**config.mk**
```make
export PLATFORM = sky130hd
export DESIGN_NAME = s1423_n90_pattern_ctrl
export DESIGN_NICKNAME = d
export VERILOG_FILES = /design/src/rtl/s1423_n90_pattern_ctrl.sv
export SDC_FILE = /design/constraint.sdc
export NUM_CORES = 1
export LEC_CHECK = 0
export ABC_AREA = 1
export CORE_MARGIN = 2
export CORE_UTILIZATION = 55
export DETAILED_ROUTE_END_ITERATION = 6
export PLACE_DENSITY_LB_ADDON = 0.3
export SLEW_MARGIN = 30
export SYNTH_ARGS = -nofsm -noshare
export SYNTH_HDL_FRONTEND = slang
export SYNTH_SLANG_ARGS = --single-unit
```
**constraint.sdc**
```tcl
create_clock -name CK -period 2.87 [get_ports CK]
set_clock_uncertainty 0.2 [all_clocks]
set_input_delay 0.7175 -clock CK [delete_from_list [all_inputs] [get_ports CK]]
set_output_delay 0.7175 -clock CK [all_outputs]
set_load 0.005 [all_outputs]
```
**src/rtl/s1423_n90_pattern_ctrl.sv**
```systemverilog
// Pattern sequencer for the s1423 n90 cone: serial load, glitch-free parallel apply,
// settle wait, capture of n90 and a saturating mismatch count.
module s1423_n90_pattern_ctrl #(
   parameter int PAT_W  = 30,
   parameter int SETTLE = 2,
   parameter int CNT_W  = 16
) (
   input  logic             CK,
   input  logic             RST,
   input  logic             start,
   input  logic             scan_in,
   input  logic             exp_n90,
   input  logic             clr_cnt,
   output logic [PAT_W-1:0] pat_out,
   input  logic             n90_in,
   output logic             busy,
   output logic             done,
   output logic             resp,
   output logic             mismatch,
   output logic [CNT_W-1:0] err_cnt
);

   localparam int SH_W     = $clog2(PAT_W + 1);
   localparam int SET_W    = (SETTLE > 1) ? $clog2(SETTLE) : 1;
   localparam int SET_LAST = (SETTLE > 0) ? SETTLE - 1 : 0;

   typedef enum logic [2:0] {
      ST_IDLE,
      ST_SHIFT,
      ST_APPLY,
      ST_SETTLE,
      ST_CAPTURE,
      ST_DONE
   } state_t;

   state_t           state;
   logic [PAT_W-1:0] shreg;
   logic [SH_W-1:0]  shCnt;
   logic [SET_W-1:0] setCnt;
   logic             expLatch;

   assign busy = (state != ST_IDLE);

   // The cone only ever sees shreg through pat_out, which is loaded once in APPLY,
   // so the serial load never ripples onto the cone inputs.
   always_ff @(posedge CK) begin
      if (RST) begin
         state    <= ST_IDLE;
         shreg    <= '0;
         shCnt    <= '0;
         setCnt   <= '0;
         expLatch <= 1'b0;
         pat_out  <= '0;
         resp     <= 1'b0;
         mismatch <= 1'b0;
         err_cnt  <= '0;
         done     <= 1'b0;
      end else begin
         done <= 1'b0;
         case (state)
            ST_IDLE: begin
               if (start) begin
                  expLatch <= exp_n90;
                  shCnt    <= '0;
                  state    <= ST_SHIFT;
               end
            end
            ST_SHIFT: begin
               shreg <= {scan_in, shreg[PAT_W-1:1]};
               shCnt <= shCnt + 1'b1;
               if (shCnt == SH_W'(PAT_W - 1)) begin
                  state <= ST_APPLY;
               end
            end
            ST_APPLY: begin
               pat_out <= shreg;
               setCnt  <= '0;
               state   <= (SETTLE == 0) ? ST_CAPTURE : ST_SETTLE;
            end
            ST_SETTLE: begin
               if (setCnt == SET_W'(SET_LAST)) begin
                  state <= ST_CAPTURE;
               end else begin
                  setCnt <= setCnt + 1'b1;
               end
            end
            ST_CAPTURE: begin
               resp     <= n90_in;
               mismatch <= n90_in ^ expLatch;
               if ((n90_in ^ expLatch) && (err_cnt != '1)) begin
                  err_cnt <= err_cnt + 1'b1;
               end
               done  <= 1'b1;
               state <= ST_DONE;
            end
            ST_DONE: begin
               state <= ST_IDLE;
            end
            default: begin
               state <= ST_IDLE;
            end
         endcase
         // A clear overrides any increment made in the same cycle.
         if (clr_cnt) begin
            err_cnt <= '0;
         end
      end
   end

endmodule

```
* Word level (Yosys, flattened, before mapping)
Index checks and enable logic that the tools add are counted.
Widths: inputs -> output; s select.
** Word-level totals
- Bits in registers :: 89
- Input port bits :: 7
- Output and inout port bits :: 50
** Cells by class
- Add/subtract/negate cells :: 3
- Eq/ne operators :: 9
- Multiplexer cells :: 9
- Bitwise logic cells :: 1
- Reduce and logical (&&, ||, !) cells :: 10
** Operators with widths (number)
- $add 16x1->16 const B :: 1
- $ne 16x16->1 const B :: 1
- $pmux 3 s5 :: 1
- $pmux 5 s2 :: 1
- $mux 3 :: 3
- $eq 3x2->1 const B :: 2
- $ne 2x2->1 const B :: 3
- $reduce_and 2->1 :: 3
- $add 5x1->5 const B :: 1
- $eq 5x5->1 const B :: 1
- $mux 5 :: 1
- $reduce_bool 2->1 :: 2
- $eq 3x1->1 const B :: 1
- $eq 3x3->1 const B :: 1
- $logic_not 3->1 :: 1
- $reduce_and 3->1 :: 1
- $reduce_bool 3->1 :: 1
- $mux 1 :: 2
- $pmux 1 s2 :: 1
- $reduce_or 2->1 :: 1
- $add 1x1->1 const B :: 1
- $logic_and 1x1->1 :: 1
- $xor 1x1->1 :: 1

* Depth between registers and ports, before layout
Gate-level depths: netlist of the first run.
- Depth after elaboration :: 3
- Mapped depth :: 10

* Worst setup path after synthesis of the first run
Ideal clock, no wire load.
- Path type :: input to register
- From :: in RST
- To :: reg err_cnt[10]
- Library setup time :: 73 ps
- Arrival :: 1549 ps
- Setup slack :: 1048 ps
- Stages on the path :: 4
- Buffers on the path :: 1
- Cells stage by stage :: clkbuf_1 > nor2_1 > clkinv_1 > a21oi_1
** Between the ends
- Cells in the longest elaborated chain, start to end :: 1
** RTL lines
- start: declaration :: line 9 : input logic RST,
- $reduce_or 2->1 (no source line)
- end signal: assignment :: line 91 : err_cnt <= err_cnt + 1'b1;
- end: declaration :: line 20 : output logic [CNT_W-1:0] err_cnt
No other way between the ends.
A chain may end at the register's enable or synchronous reset.

* Worst setup path in the final report of the first run
- From :: reg state[2]
- To :: out busy
** Between the ends
- Cells in the longest elaborated chain, start to end :: 1
** RTL lines
- start: declaration :: line 36 : state_t state;
- start signal: assignment :: line 78 : state <= (SETTLE == 0) ? ST_CAPTURE : ST_SETTLE;
- $reduce_bool 3->1 :: line 42 : assign busy = (state != ST_IDLE);
- end: declaration :: line 16 : output logic busy,
No other way between the ends.

==> qor.csv, run 1 <==
stage,metric,value,unit
global_routing,total gr overflow,0,
worst_setup_path,crit-path max FO,6,
cts,CTS H-tree depth,3,
worst_setup_path,WP buf/inv,2,
worst_setup_path,worst path cell trace,inv_1 > nand2_1 > clkdlybuf4s50_1,
routing,DRC violations left,0,
synth,mapped cell area,0.00362,sq mm
cells_and_area,# nets final,553,
sta,Slew HR,0.599,
routing,Vias,3264,
die,Die Span X,85.2,um
power_and_ir_drop,Leakage Power,0.00178,uW
global_routing,first-pass GRT wire length,13300,um
placement,pre-CTS setup slack,0.453,ns
cts,CTS Hold Bufs,0,
routing,routed vias/inst,5.23,
die,die area,0.00725,sq mm
synth,post-synthesis sequential area ratio,0.492,
sta,unrepaired setup endpoints after global routing,false,
placement,IO buf count,56,
routing,Routed WL per cell,12.3,um
cts,worst skew pair latency,0.35,ns
cells_and_area,area delta synth->final,22.7,%
cts,CTS Buffer Depth,2,
routing,Top Layer Used,met4,
cts,TritonCTS clock tree,done,
flow_run,max-cap viol count,0,
routing,drt pass-1 iters,4,
synth,Post-Syn Nets,503,
sta,period utilization,0.865,
worst_setup_path,Critical Path Source Type,flip-flop,
sta,final hold vios,0,
worst_setup_path,CP max stage cell,clkdlybuf4s50_1,
cts,CTS root buf,clkbuf_8,
cts,post_cts resized,0,
worst_setup_path,family with the most delay on the worst path,buffers and inverters,
global_routing,antenna violations before repair,0,
routing,met3 wire len,369,um
synth,Syn Inst Count,493,
hold_path,Hold Path Class,reg -> reg,
cts,CTS buffer count,9,
global_routing,largest net degree at the start of global routing,61,
synth,Synth area leaders,"dfxtp_1 49%, nor2_1 16%, o21ai_0 9.7%, nand2_1 5.9%, a21oi_1 3.0%",
sta,Slew @ Worst Pin,0.600,ns
die,I/O pin total,57,
sta,Hold WS,0.270,ns
synth,Unique masters post-synth,28,
cells_and_area,Antenna diodes,0,
worst_setup_path,crit end category,output port,
routing,final WL,7700,um
worst_setup_path,crit-path max cell delay,0.50,ns
routing,met2 routed WL,3790,um
sta,Worst Slack Setup Final,0.386,ns
power_and_ir_drop,Peak supply drop,0.597,mV
sta,final setup vio count,0,
routing,DRT iter0 DRCs,196,
cells_and_area,"most common cell after layout, fill and taps aside",nor2_1,
worst_setup_path,WP data arrival,1.57,ns
cts,clk sinks,89,
global_routing,GRT Overall Usage,0.224,
sta,setup TNS,0,ns
worst_setup_path,FF-to-FF setup slack,0.98,ns
synth,Synth area leader,dfxtp_1,
placement,final RePlAce weighted congestion,0.896,
worst_setup_path,critical path class,reg -> out,
sta,fmax,403,MHz
sta,Pins Over Slew Limit,0,
worst_setup_path,CP required,1.95,ns
power_and_ir_drop,P per Cell Area,784,mW/mm^2
synth,Seq cells post-synth,89,
routing,wl on met1,3490,um
synth,Ys Warns,0,
sta,Final min period,2.48,ns
cts,setup bufs post-CTS,0,
synth,post-synth top area share,0.492,
routing,final antenna-violating net count,0,
die,Initial Utilization,0.571,
synth,syn avg cell area,7.35,sq um
cts,clk slew on worst S/H paths,0.08,ns
die,row count,29,
cells_and_area,most frequent cells in the layout,"151 x nor2_1, 89 x dfxtp_1, 70 x o21ai_0",
cells_and_area,share of cells above drive strength 1,0.0658,
placement,Final HPWL DP,5060,um
die,CORE AREA,0.00635,sq mm
status,status,completed,
die,die height,85.2,um
global_routing,vias in the first global route,3080,
## worst reg2reg max path: cells and delay by family (launching register included)
kind            cells  cell delay, ns
compound gates      1            0.14
fa+ha+maj           1            0.29
simple gates        5            0.61
flops               1            0.41
buf+inv             2            0.17
## per-layer routing
layer,GRT usage,up-vias
li1,-,1680
met1,0.269,1525
met2,0.383,57
met3,0.0661,2
met4,0.0794,0
met5,0,-
## cells in the mapped netlist
cell type / instances
nand3b_1: 1
buf_1: 1
ha_1: 3
buf_4: 1
clkinv_1: 3
o22ai_1: 1
inv_2: 3
nor3_4: 1
xnor2_1: 4
nand2_1: 57
o21ai_0: 70
buf_2: 1
or2_2: 1
nor3_2: 1
buf_6: 1
a21oi_1: 22
nand2_2: 6
nor2_4: 3
inv_1: 22
nor2_2: 2
clkbuf_1: 18
xor2_1: 5
nand4_1: 7
nor2_8: 1
dfxtp_1: 89
nor3_1: 3
nor2_1: 151
nand3_1: 15
## power breakdown
group	internal (uW)	switching, uW	total [uW]
Sequential	1490	173	1670
Combinational	401	489	890
Clock	492	432	924
Total	2390	1090	3480
## path summary, 6_finish.rpt
check	from	endpoint	depth (start not counted)
setup / recovery	state[2]	busy	3
hold / removal	shCnt[4]	shCnt[4]	2
setup reg to reg	err_cnt[0]	err_cnt[2]	9
hold reg to reg	shCnt[4]	shCnt[4]	2
## through the flow
stage                      util  cells  instance area, sq um  power (uW)
after global routing      0.700    624                  4440        3700
after CTS                 0.700    624                  4440        3510
after global placement    0.667    609                  4240        2540
final                     0.700    624                  4440        3480
after floorplan               -    493                  3620        2180
after detailed placement  0.667    609                  4240        2580
## sequential cells by signal, summed over array words and instances (netlist names)
| signal | flops |
|---|---|
| shreg | 30 |
| err_cnt | 16 |
| state | 3 |
| setCnt | 1 |
| expLatch | 1 |
| mismatch | 1 |
| done | 1 |
| resp | 1 |
| pat_out | 30 |
| shCnt | 5 |
## cell type report
type	count	area, sq um
clock buffers	11	131
fillers	517	1910
inverters	28	105
clock inverters	4	77.6
well taps	77	96.3
multi-input cells	354	1640
repair buffers	61	611
flip-flops and latches	89	1780
## kinds of logic after synthesis
family          after synthesis  synth area share
buf+inv                      50            0.0552
compound gates               93             0.129
flops                        89             0.492
simple gates                249             0.292
xor+xnor                      9            0.0218
fa+ha+maj                     3            0.0104
Note: power is estimated with default switching activity, not from simulation.
==> inputs of run 2 (changes only) <==
Settings changed: SLEW_MARGIN 30 to unset.
==> results of run 2 <==
No change in the layout: final DEF, timing and power equal those of run 1.
